===== src/rtl/nl2_dbank_wr_store_fwd_pkg.sv =====
// Shared types for the DBANK write store-and-forward buffer.
// AW payload layout and output FSM state encoding.
package nl2_dbank_wr_store_fwd_pkg;

    localparam int unsigned AW_ID_W   = 1;
    localparam int unsigned AW_ADDR_W = 20;
    localparam int unsigned AW_LEN_W  = 4;

    typedef struct packed {
        logic [AW_ID_W-1:0]   id;
        logic [AW_ADDR_W-1:0] addr;
        logic [2:0]           size;
        logic [AW_LEN_W-1:0]  len;
        logic [1:0]           burst;
        logic                 lock;
        logic [2:0]           prot;
        logic [3:0]           cache;
    } aw_t;

    typedef enum logic {
        IDLE = 1'b0,
        DATA = 1'b1
    } wr_state_e;

endpackage


===== src/rtl/nl2_dbank_wr_store_fwd_if.sv =====
// AXI4 AW/W write-channel bundle.
// The master side drives valid and payload; the slave side drives ready.
interface nl2_dbank_wr_store_fwd_if #(
    parameter int unsigned ID_W   = 1,
    parameter int unsigned ADDR_W = 20,
    parameter int unsigned DATA_W = 128,
    parameter int unsigned LEN_W  = 4
);
    logic              awvalid;
    logic              awready;
    logic [ID_W-1:0]   awid;
    logic [ADDR_W-1:0] awaddr;
    logic [2:0]        awsize;
    logic [LEN_W-1:0]  awlen;
    logic [1:0]        awburst;
    logic              awlock;
    logic [2:0]        awprot;
    logic [3:0]        awcache;

    logic                wvalid;
    logic                wready;
    logic [DATA_W-1:0]   wdata;
    logic [DATA_W/8-1:0] wstrb;
    logic                wlast;

    modport master (
        output awvalid, awid, awaddr, awsize, awlen,
        output awburst, awlock, awprot, awcache,
        input  awready,
        output wvalid, wdata, wstrb, wlast,
        input  wready
    );

    modport slave (
        input  awvalid, awid, awaddr, awsize, awlen,
        input  awburst, awlock, awprot, awcache,
        output awready,
        input  wvalid, wdata, wstrb, wlast,
        output wready
    );

endinterface


===== src/rtl/nl2_dbank_sync_fifo.sv =====
// Synchronous FIFO with registered full/empty flags.
// clr empties the FIFO on the next clock edge.
module nl2_dbank_sync_fifo #(
    parameter int unsigned WIDTH = 8,
    parameter int unsigned DEPTH = 4
) (
    input  logic             clk,
    input  logic             clr,
    input  logic             push,
    input  logic [WIDTH-1:0] din,
    input  logic             pop,
    output logic [WIDTH-1:0] dout,
    output logic             full,
    output logic             empty
);
    localparam int unsigned PW = (DEPTH > 1) ? $clog2(DEPTH) : 1;
    localparam int unsigned CW = PW + 1;

    logic [WIDTH-1:0] mem [DEPTH];
    logic [PW-1:0]    wr_ptr;
    logic [PW-1:0]    rd_ptr;
    logic [CW-1:0]    cnt;
    logic [CW-1:0]    cnt_nxt;
    logic             do_push;
    logic             do_pop;

    function automatic logic [PW-1:0] adv(input logic [PW-1:0] p);
        return (p == PW'(DEPTH - 1)) ? '0 : p + PW'(1);
    endfunction

    assign do_push = push && !full;
    assign do_pop  = pop && !empty;
    assign dout    = mem[rd_ptr];

    always_comb begin
        cnt_nxt = cnt;
        if (do_push && !do_pop) begin
            cnt_nxt = cnt + CW'(1);
        end else if (!do_push && do_pop) begin
            cnt_nxt = cnt - CW'(1);
        end
    end

    always_ff @(posedge clk) begin
        if (do_push && !clr) begin
            mem[wr_ptr] <= din;
        end
    end

    always_ff @(posedge clk) begin
        if (clr) begin
            wr_ptr <= '0;
            rd_ptr <= '0;
            cnt    <= '0;
            full   <= 1'b0;
            empty  <= 1'b1;
        end else begin
            if (do_push) wr_ptr <= adv(wr_ptr);
            if (do_pop)  rd_ptr <= adv(rd_ptr);
            cnt   <= cnt_nxt;
            full  <= (cnt_nxt == CW'(DEPTH));
            empty <= (cnt_nxt == '0);
        end
    end

endmodule


===== src/rtl/nl2_dbank_wr_store_fwd.sv =====
// Store-and-forward AW/W buffer in front of the DBANK write channels.
// A command is released only once its whole W burst is held locally.
module nl2_dbank_wr_store_fwd
    import nl2_dbank_wr_store_fwd_pkg::*;
#(
    parameter int unsigned WR_ID_XSIZE   = 1,
    parameter int unsigned CMD_ADDR_SIZE = 20,
    parameter int unsigned DATA_SIZE     = 128,
    parameter int unsigned LEN_W         = 4,
    parameter int unsigned W_DEPTH       = 16,
    parameter int unsigned AW_DEPTH      = 4
) (
    input  logic                            dbnk_clk,
    input  logic                            rst_a,
    nl2_dbank_wr_store_fwd_if.slave         s,
    nl2_dbank_wr_store_fwd_if.master        m,
    output logic                            wbuf_idle
);
    localparam int unsigned STRB_W = DATA_SIZE / 8;
    localparam int unsigned W_W    = DATA_SIZE + STRB_W + 1;
    localparam int unsigned CNT_W  = $clog2(W_DEPTH + 1);

    if (W_DEPTH < (2 ** LEN_W)) begin : g_bad_w_depth
        $error("W_DEPTH must hold a maximum-length burst");
    end
    if (AW_DEPTH < 2) begin : g_bad_aw_depth
        $error("AW_DEPTH must be at least 2");
    end
    if (WR_ID_XSIZE != AW_ID_W || CMD_ADDR_SIZE != AW_ADDR_W
        || LEN_W != AW_LEN_W) begin : g_bad_aw_t
        $error("AW field widths must match aw_t");
    end

    aw_t             aw_in;
    aw_t             aw_head;
    logic            aw_full, aw_empty, aw_push, aw_pop;
    logic [W_W-1:0]  w_in;
    logic [W_W-1:0]  w_head;
    logic            w_full, w_empty, w_push, w_pop;
    logic            head_last;
    logic            aw_go, w_go;
    logic            cnt_inc, cnt_dec;
    logic [CNT_W-1:0] cmpl_cnt;
    wr_state_e       state, state_nxt;

    // Readies come only from registered FIFO flags, never from m_*ready.
    assign s.awready = !aw_full && !rst_a;
    assign s.wready  = !w_full && !rst_a;
    assign aw_push   = s.awvalid && s.awready;
    assign w_push    = s.wvalid && s.wready;

    assign aw_in = '{id: s.awid, addr: s.awaddr, size: s.awsize,
                     len: s.awlen, burst: s.awburst, lock: s.awlock,
                     prot: s.awprot, cache: s.awcache};
    assign w_in      = {s.wdata, s.wstrb, s.wlast};
    assign head_last = w_head[0];

    nl2_dbank_sync_fifo #(
        .WIDTH ($bits(aw_t)),
        .DEPTH (AW_DEPTH)
    ) u_aw_fifo (
        .clk   (dbnk_clk),
        .clr   (rst_a),
        .push  (aw_push),
        .din   (aw_in),
        .pop   (aw_pop),
        .dout  (aw_head),
        .full  (aw_full),
        .empty (aw_empty)
    );

    nl2_dbank_sync_fifo #(
        .WIDTH (W_W),
        .DEPTH (W_DEPTH)
    ) u_w_fifo (
        .clk   (dbnk_clk),
        .clr   (rst_a),
        .push  (w_push),
        .din   (w_in),
        .pop   (w_pop),
        .dout  (w_head),
        .full  (w_full),
        .empty (w_empty)
    );

    always_ff @(posedge dbnk_clk) begin
        if (rst_a) begin
            state <= IDLE;
        end else begin
            state <= state_nxt;
        end
    end

    always_comb begin
        state_nxt = state;
        aw_go     = 1'b0;
        w_go      = 1'b0;
        aw_pop    = 1'b0;
        w_pop     = 1'b0;
        if (!rst_a) begin
            unique case (state)
                IDLE: begin
                    aw_go = !aw_empty && (cmpl_cnt != '0);
                    if (aw_go && m.awready) begin
                        aw_pop    = 1'b1;
                        state_nxt = DATA;
                    end
                end
                DATA: begin
                    w_go = 1'b1;
                    if (m.wready) begin
                        w_pop = 1'b1;
                        if (head_last) state_nxt = IDLE;
                    end
                end
                default: state_nxt = IDLE;
            endcase
        end
    end

    // Number of complete bursts sitting in the W FIFO.
    assign cnt_inc = w_push && s.wlast;
    assign cnt_dec = w_pop && head_last;

    always_ff @(posedge dbnk_clk) begin
        if (rst_a) begin
            cmpl_cnt <= '0;
        end else if (cnt_inc && !cnt_dec) begin
            cmpl_cnt <= cmpl_cnt + CNT_W'(1);
        end else if (!cnt_inc && cnt_dec) begin
            cmpl_cnt <= cmpl_cnt - CNT_W'(1);
        end
    end

    assign m.awvalid = aw_go;
    assign m.awid    = aw_go ? aw_head.id    : '0;
    assign m.awaddr  = aw_go ? aw_head.addr  : '0;
    assign m.awsize  = aw_go ? aw_head.size  : '0;
    assign m.awlen   = aw_go ? aw_head.len   : '0;
    assign m.awburst = aw_go ? aw_head.burst : '0;
    assign m.awlock  = aw_go && aw_head.lock;
    assign m.awprot  = aw_go ? aw_head.prot  : '0;
    assign m.awcache = aw_go ? aw_head.cache : '0;

    assign m.wvalid = w_go;
    assign m.wdata  = w_go ? w_head[W_W-1 -: DATA_SIZE] : '0;
    assign m.wstrb  = w_go ? w_head[STRB_W:1] : '0;
    assign m.wlast  = w_go && head_last;

    assign wbuf_idle = !rst_a && aw_empty && w_empty && (state == IDLE);

endmodule


===== src/flat_wrapper.sv =====
// flat-port wrapper written by rule: the top's interface ports become plain ports
module nl2_dbank_wr_store_fwd_flat import nl2_dbank_wr_store_fwd_pkg::*;
#(
    parameter int unsigned WR_ID_XSIZE   = 1,
    parameter int unsigned CMD_ADDR_SIZE = 20,
    parameter int unsigned DATA_SIZE     = 128,
    parameter int unsigned LEN_W         = 4,
    parameter int unsigned W_DEPTH       = 16,
    parameter int unsigned AW_DEPTH      = 4
)
  (dbnk_clk, rst_a, wbuf_idle, s_awvalid, s_awid, s_awaddr, s_awsize, s_awlen, s_awburst, s_awlock, s_awprot, s_awcache, s_awready, s_wvalid, s_wdata, s_wstrb, s_wlast, s_wready, m_awvalid, m_awid, m_awaddr, m_awsize, m_awlen, m_awburst, m_awlock, m_awprot, m_awcache, m_awready, m_wvalid, m_wdata, m_wstrb, m_wlast, m_wready);
  nl2_dbank_wr_store_fwd_if #(.LEN_W(LEN_W)) s_i ();
  nl2_dbank_wr_store_fwd_if #(.LEN_W(LEN_W)) m_i ();
  input  logic dbnk_clk;
  input  logic rst_a;
  output logic wbuf_idle;
  input wire logic [$bits(s_i.awvalid)-1:0] s_awvalid;
  input wire logic [$bits(s_i.awid)-1:0] s_awid;
  input wire logic [$bits(s_i.awaddr)-1:0] s_awaddr;
  input wire logic [$bits(s_i.awsize)-1:0] s_awsize;
  input wire logic [$bits(s_i.awlen)-1:0] s_awlen;
  input wire logic [$bits(s_i.awburst)-1:0] s_awburst;
  input wire logic [$bits(s_i.awlock)-1:0] s_awlock;
  input wire logic [$bits(s_i.awprot)-1:0] s_awprot;
  input wire logic [$bits(s_i.awcache)-1:0] s_awcache;
  output wire logic [$bits(s_i.awready)-1:0] s_awready;
  input wire logic [$bits(s_i.wvalid)-1:0] s_wvalid;
  input wire logic [$bits(s_i.wdata)-1:0] s_wdata;
  input wire logic [$bits(s_i.wstrb)-1:0] s_wstrb;
  input wire logic [$bits(s_i.wlast)-1:0] s_wlast;
  output wire logic [$bits(s_i.wready)-1:0] s_wready;
  output wire logic [$bits(m_i.awvalid)-1:0] m_awvalid;
  output wire logic [$bits(m_i.awid)-1:0] m_awid;
  output wire logic [$bits(m_i.awaddr)-1:0] m_awaddr;
  output wire logic [$bits(m_i.awsize)-1:0] m_awsize;
  output wire logic [$bits(m_i.awlen)-1:0] m_awlen;
  output wire logic [$bits(m_i.awburst)-1:0] m_awburst;
  output wire logic [$bits(m_i.awlock)-1:0] m_awlock;
  output wire logic [$bits(m_i.awprot)-1:0] m_awprot;
  output wire logic [$bits(m_i.awcache)-1:0] m_awcache;
  input wire logic [$bits(m_i.awready)-1:0] m_awready;
  output wire logic [$bits(m_i.wvalid)-1:0] m_wvalid;
  output wire logic [$bits(m_i.wdata)-1:0] m_wdata;
  output wire logic [$bits(m_i.wstrb)-1:0] m_wstrb;
  output wire logic [$bits(m_i.wlast)-1:0] m_wlast;
  input wire logic [$bits(m_i.wready)-1:0] m_wready;
  assign s_i.awvalid = s_awvalid;
  assign s_i.awid = s_awid;
  assign s_i.awaddr = s_awaddr;
  assign s_i.awsize = s_awsize;
  assign s_i.awlen = s_awlen;
  assign s_i.awburst = s_awburst;
  assign s_i.awlock = s_awlock;
  assign s_i.awprot = s_awprot;
  assign s_i.awcache = s_awcache;
  assign s_awready = s_i.awready;
  assign s_i.wvalid = s_wvalid;
  assign s_i.wdata = s_wdata;
  assign s_i.wstrb = s_wstrb;
  assign s_i.wlast = s_wlast;
  assign s_wready = s_i.wready;
  assign m_awvalid = m_i.awvalid;
  assign m_awid = m_i.awid;
  assign m_awaddr = m_i.awaddr;
  assign m_awsize = m_i.awsize;
  assign m_awlen = m_i.awlen;
  assign m_awburst = m_i.awburst;
  assign m_awlock = m_i.awlock;
  assign m_awprot = m_i.awprot;
  assign m_awcache = m_i.awcache;
  assign m_i.awready = m_awready;
  assign m_wvalid = m_i.wvalid;
  assign m_wdata = m_i.wdata;
  assign m_wstrb = m_i.wstrb;
  assign m_wlast = m_i.wlast;
  assign m_i.wready = m_wready;
  nl2_dbank_wr_store_fwd #(.WR_ID_XSIZE(WR_ID_XSIZE), .CMD_ADDR_SIZE(CMD_ADDR_SIZE), .DATA_SIZE(DATA_SIZE), .LEN_W(LEN_W), .W_DEPTH(W_DEPTH), .AW_DEPTH(AW_DEPTH)) u_core (.dbnk_clk(dbnk_clk), .rst_a(rst_a), .s(s_i), .m(m_i), .wbuf_idle(wbuf_idle));
endmodule

===== config.mk =====
export PLATFORM = sky130hd
export DESIGN_NAME = nl2_dbank_wr_store_fwd_flat
export DESIGN_NICKNAME = d
export VERILOG_FILES = /design/src/rtl/nl2_dbank_wr_store_fwd_pkg.sv /design/src/rtl/nl2_dbank_wr_store_fwd_if.sv /design/src/rtl/nl2_dbank_sync_fifo.sv /design/src/rtl/nl2_dbank_wr_store_fwd.sv /design/src/flat_wrapper.sv
export SDC_FILE = /design/constraint.sdc
export NUM_CORES = 2
export LEC_CHECK = 0
export ABC_AREA = 1
export CAP_MARGIN = 20
export CORE_MARGIN = 8
export CORE_UTILIZATION = 30
export DETAILED_ROUTE_END_ITERATION = 8
export PLACE_DENSITY = 0.44
export SLEW_MARGIN = 25
export SYNTH_ARGS = -nofsm -noshare
export SYNTH_HDL_FRONTEND = slang
export SYNTH_SLANG_ARGS = --single-unit

===== constraint.sdc =====
create_clock -name dbnk_clk -period 19.49 [get_ports dbnk_clk]
set_input_delay 2.9235 -clock dbnk_clk [delete_from_list [all_inputs] [get_ports dbnk_clk]]
set_output_delay 2.9235 -clock dbnk_clk [all_outputs]
set_load 0.02 [all_outputs]

Word-level counts from Yosys, hierarchy flattened
Memory sizes are Yosys's and may differ from the RTL's. A register that Yosys moved wholly into a read port is not among the register bits.
Index checks and enable logic that the tools add are counted.
{"block": "op_classes", "add_sub_neg": 10, "n_eq_ne": 6, "muxes": 40, "bitwise_logic": 1, "n_reduce_logical": 40}
{"operator": "$mux W128", "n": 1}
{"operator": "$logic_and A1 B1 Y1", "n": 25}
{"operator": "$mux W4", "n": 6}
{"operator": "$mux W20", "n": 1}
{"operator": "$mux W5", "n": 4}
{"operator": "$mux W1", "n": 17}
{"operator": "$mux W16", "n": 1}
{"operator": "$mux W3", "n": 4}
{"operator": "$logic_not A1 Y1", "n": 11}
{"operator": "$add A5 B1 Y5 const B", "n": 2}
{"operator": "$mux W2", "n": 5}
{"operator": "$sub A5 B1 Y5 const B", "n": 2}
{"operator": "$add A4 B1 Y4 const B", "n": 2}
{"operator": "$eq A4 B4 Y1 const B", "n": 2}
{"operator": "$eq A5 B5 Y1 const B", "n": 1}
{"operator": "$logic_not A5 Y1", "n": 1}
{"operator": "$reduce_bool A5 Y1", "n": 1}
{"operator": "$add A2 B1 Y2 const B", "n": 2}
{"operator": "$eq A2 B2 Y1 const B", "n": 2}
{"operator": "$add A3 B1 Y3 const B", "n": 1}
{"operator": "$eq A3 B3 Y1 const B", "n": 1}
{"operator": "$logic_not A3 Y1", "n": 1}
{"operator": "$sub A3 B1 Y3 const B", "n": 1}
{"operator": "$pmux W1 S2", "n": 1}
{"operator": "2 further kinds", "n": 2}
{"block": "totals", "ff_bits": 30, "ram_bits": 2472, "inputBits": 189, "mem_count": 2}
{"name": "u_core.u_w_fifo.mem", "depth": 16, "word_bits": 145, "rd": 1, "rd_ports_with_merged_regs": 1, "wr": 1, "line": "nl2_dbank_sync_fifo.sv:19", "source": "logic [WIDTH-1:0] mem [DEPTH];"}
{"name": "u_core.u_aw_fifo.mem", "depth": 4, "word_bits": 38, "rd": 1, "rd_ports_with_merged_regs": 1, "wr": 1, "line": "nl2_dbank_sync_fifo.sv:19"}

Longest topological paths before layout
{"block": "logic_depth", "depth_word": 11, "mapped_depth": 21, "depth_no_buf": 18}

Modules after synthesis
A second synthesis with hierarchy kept.
{"block": "unflattened", "cells_unflattened": 7541, "area_unflattened_um2": 99939.6}
{"module": "nl2_dbank_sync_fifo at u_core.u_w_fifo", "instances": 1, "cells_per_inst": 6631, "area_each_um2": 90707.0, "seq_area_each_um2": 70047.2}
{"module": "nl2_dbank_sync_fifo at u_core.u_aw_fifo", "instances": 1, "cells_per_inst": 447, "area_each_um2": 6246.0, "seq_area_each_um2": 4784.6}
{"module": "nl2_dbank_wr_store_fwd", "instances": 1, "cells_per_inst": 463, "area_each_um2": 2986.6, "seq_area_each_um2": 120.1}

Worst setup path before layout
Ideal clock, no wire load.
{"block": "synth_path", "path_kind": "input-to-reg", "from": "input rst_a", "to": "memory u_core.u_w_fifo.mem[7][0] (netlist bit), enable pin", "arrival_ns": 9.929, "path_slack_ns": 8.908, "path_stages": 7, "n_path_buf": 2, "cell_sequence": "buf_2 -> nor2_1 -> nand2_1 -> buf_2 -> nor2_1 -> inv_1 -> nor2_1"}
{"block": "synth_via", "elab_chain_cells": 7}
{"element": "start, declared", "line": "flat_wrapper.sv:15", "source": "input logic rst_a;"}
{"element": "$logic_not A1 Y1", "line": "nl2_dbank_wr_store_fwd.sv:48", "source": "assign s.wready = !w_full && !rst_a;"}
{"element": "$logic_and A1 B1 Y1", "line": "nl2_dbank_wr_store_fwd.sv:48"}
{"element": "named net s_wready", "line": "flat_wrapper.sv:31", "source": "output wire logic [$bits(s_i.wready)-1:0] s_wready;"}
{"element": "$logic_and A1 B1 Y1", "line": "nl2_dbank_wr_store_fwd.sv:50", "source": "assign w_push = s.wvalid && s.wready;"}
{"element": "$logic_and A1 B1 Y1", "line": "nl2_dbank_sync_fifo.sv:31", "source": "assign do_push = push && !full;"}
{"element": "$logic_and A1 B1 Y1", "line": "nl2_dbank_sync_fifo.sv:45", "source": "if (do_push && !clr) begin"}
{"element": "$mux W1", "line": "nl2_dbank_sync_fifo.sv:45"}
{"element": "$mux W1 (not written as such)", "line": "nl2_dbank_sync_fifo.sv:46", "source": "mem[wr_ptr] <= din;"}
{"element": "end, declared", "line": "nl2_dbank_sync_fifo.sv:19"}
The timed path passes the listed nets, and every way through them passes these cells.

Worst setup path in the final report
{"block": "layout_path", "from": "input rst_a", "to": "output m_wdata[96]"}
{"block": "layout_via", "elab_chain_cells": 2}
{"element": "$mux W1", "line": "nl2_dbank_wr_store_fwd.sv:100", "source": "if (!rst_a) begin"}
{"element": "$mux W128", "line": "nl2_dbank_wr_store_fwd.sv:146", "source": "assign m.wdata = w_go ? w_head[W_W-1 -: DATA_SIZE] : '0;"}
{"element": "end, declared", "line": "flat_wrapper.sv:43", "source": "output wire logic [$bits(m_i.wdata)-1:0] m_wdata;"}
Every way passes these cells.

==> metrics <==
outcome finished clean; critical path, cell by cell clkdlybuf4s50_1 -> buf_4 -> inv_1 -> nand2_4 -> buf_6 -> a21oi_1 -> clkdlybuf4s50_1; Setup Viol. Count Final 0; total congestion overflow 0; Post-DP Area 106000 sq um; layout cells sized above 1 0.0681; Post-DP HPWL 151000 um; WS Path Type in2out; Tmin final 9.42 ns; post-CTS setup repair buffer count 0; largest area contributor in the netlist edfxtp_1; Mapped Area 98400 sq um; CP top delay family buffers and inverters; Cell Pwr Density 100 nW/um^2; height of the chip 589 um; flop-to-flop setup slack 14.83 ns; skew final 0.0646 ns; CTS Hold Bufs 0; critical path fanouts, max 72; CP arrival 6.49 ns; Reg clk slew, reported paths 0.05 ns; fmax 0.106 GHz; final std cells w/o fill 12200; CP Launch Type primary input; # IOs 377; crit path capture type output pin; CP Buf/Inv Count 5; worst skew pair latency 0.92 ns; clk sinks 2508; FF-to-FF path depth 8; CTS Buf Count 290; drt drc 0; Starting Density 0.301; CP max stage delay 0.71 ns; H-tree depth 5; final core occ 0.353; top cell type's share of synthesized area 0.755; most frequent cells in the layout edfxtp_1, nor2_1, o21ai_0, o211ai_1, clkdlybuf4s50_1; Detailed Routing Iterations Pass 1 6; top post-synthesis cells by area edfxtp_1, nor2_1, o21ai_0; global-route wire length before repair 438000 um; placed instance count 11600; syn avg cell area 13.4 sq um; routed len/inst 25.2 um; area of the core 327000 sq um; worst path required time 16.57 ns; DR iter-0 viols 4973; Worst-Margin Slew 1.17 ns; # resized after CTS 0; RSZ-0062 raised after global routing no; setup_tns 0 ns; post-synth net total 7548; Site Rows 210; Leak 0.0360 uW; Die X 589 um; fin. max-slew vios 0; relative slew slack 0.219; Mapped Cells 7340; Area Growth Syn to Fin 17.3%; reg2reg end u_core.u_w_fifo.mem[6][75]$_DFFE_PP_; worst r2r src u_core.u_w_fifo.full$_SDFF_PP0_; initial antenna violation count 77; Cell variety after synth 31; period utilisation layout 0.483; final instance area 115000 sq um; min-delay worst type reg2reg; largest net degree at the start of global routing 226; drt via density 5.06; Die ar. 346000 sq um; Post-DRT Antenna Nets 0; YS warnings 0; commonest non-fill, non-tap cell in the layout edfxtp_1; TritonCTS clock tree yes; crit path max-delay cell type clkdlybuf4s50_1; WHS Path Cells 2; Hold Fails Final Rpt 0; Critical path origin rst_a; port bufs 376; crit-path most repeated cell clkdlybuf4s50_1; WL final 307000 um; VDD IR max 0.0000588 V; maximum capacitance violations 0; #FFs+latches synth 2508; GRT Util Overall 0.170; gpl congestion 0.718; post-synthesis sequential area ratio 0.762; Longest Clk Path Bufs 4; Hold Startpoint u_core.u_w_fifo.rd_ptr[0]$_SDFFE_PP0N_; vias in the first global route 60000; CTS Root Cell clkbuf_16; total number of vias 61600; # nets final 7805
==> cell families after synthesis <==
| family | synth area share |
|---|---|
| xor+xnor | 0.000534 |
| flops | 0.762 |
| simple gates | 0.0809 |
| compound gates | 0.127 |
| buf+inv | 0.0270 |
| fa+ha+maj | 0.00249 |
==> report_power, final <==
part	internal, uW	leakage [uW]	switching, uW
Sequential	5980	0.0226	13.5
Clock	2960	0.00435	2220
Combinational	111	0.00906	261
Total	9050	0.0360	2500
==> sequential cells by signal, indices dropped and copies added, names as in the netlist, 3 cells and up, named ones only <==
register	flops
u_core.u_w_fifo.wr_ptr	4
u_core.u_aw_fifo.mem	152
u_core.cmpl_cnt	5
u_core.u_w_fifo.rd_ptr	4
u_core.u_aw_fifo.cnt	3
u_core.u_w_fifo.mem	2320
u_core.u_w_fifo.cnt	5
==> synthesized netlist by cell type <==
library cell	number
xor2_1	4
o21ai_0	1307
buf_6	27
edfxtp_1	2472
nor3_1	5
fa_1	1
nand2_1	85
nand3_1	162
a21o_1	1
a21oi_1	191
nor4_1	1
inv_1	47
clkbuf_1	318
o21ai_1	96
buf_2	114
dfxtp_1	36
inv_2	2
nand4_1	3
buf_1	38
buf_4	31
nor2_2	3
xnor2_1	2
inv_6	1
nor2_1	1794
or2_2	1
nand3b_1	2
o221ai_1	147
o31ai_1	1
o211ai_1	429
buf_8	1
ha_1	18
==> routing by layer <==
layer	GRT usage	wire, um	vias up
li1	-	-	27900
met1	0.236	140000	31600
met2	0.269	141000	1544
met3	0.0341	17000	499
met4	0.0538	9320	44
met5	0	283	-
==> worst min-delay path, cell delays in order (launching register included) <==
cell and delay [ns]:
dfxtp_1 0.33, nand2_1 0.07, a21oi_1 0.07
==> how the worst max path moves through the flow <==
stage                     slack (ns)                                  end  depth (start not counted)
after floorplan                 8.91  u_core.u_w_fifo.mem[7][0]$_DFFE_PP_                          7
after global placement          9.89                          m_wdata[96]                          7
after detailed placement       10.13                          m_wdata[96]                          7
after CTS                       9.78                          m_wdata[96]                         10
after global routing            9.76                          m_wdata[96]                         10
final                          10.08                          m_wdata[96]                          7
==> through the flow <==
step	setup slack (ns)	total power, uW	hold WS [ns]
after floorplan	8.91	6270	0.466
after global placement	9.89	6480	0.502
after detailed placement	10.13	6480	0.507
after CTS	9.78	11700	0.516
after global routing	9.76	11900	0.536
final	10.08	11500	0.505
==> final cells by class <==
cell class | instances | area, sq um
Clock inverter | 149 | 1330
Antenna cell | 22 | 55.1
Multi-Input combinational cell | 4253 | 20900
Inverter | 50 | 241
Timing Repair Buffer | 494 | 4850
Tap cell | 4346 | 5440
Sequential cell | 2508 | 75000
Fill cell | 31600 | 211000
Clock buffer | 357 | 7610
Note: power is estimated with default switching activity, not from simulation.
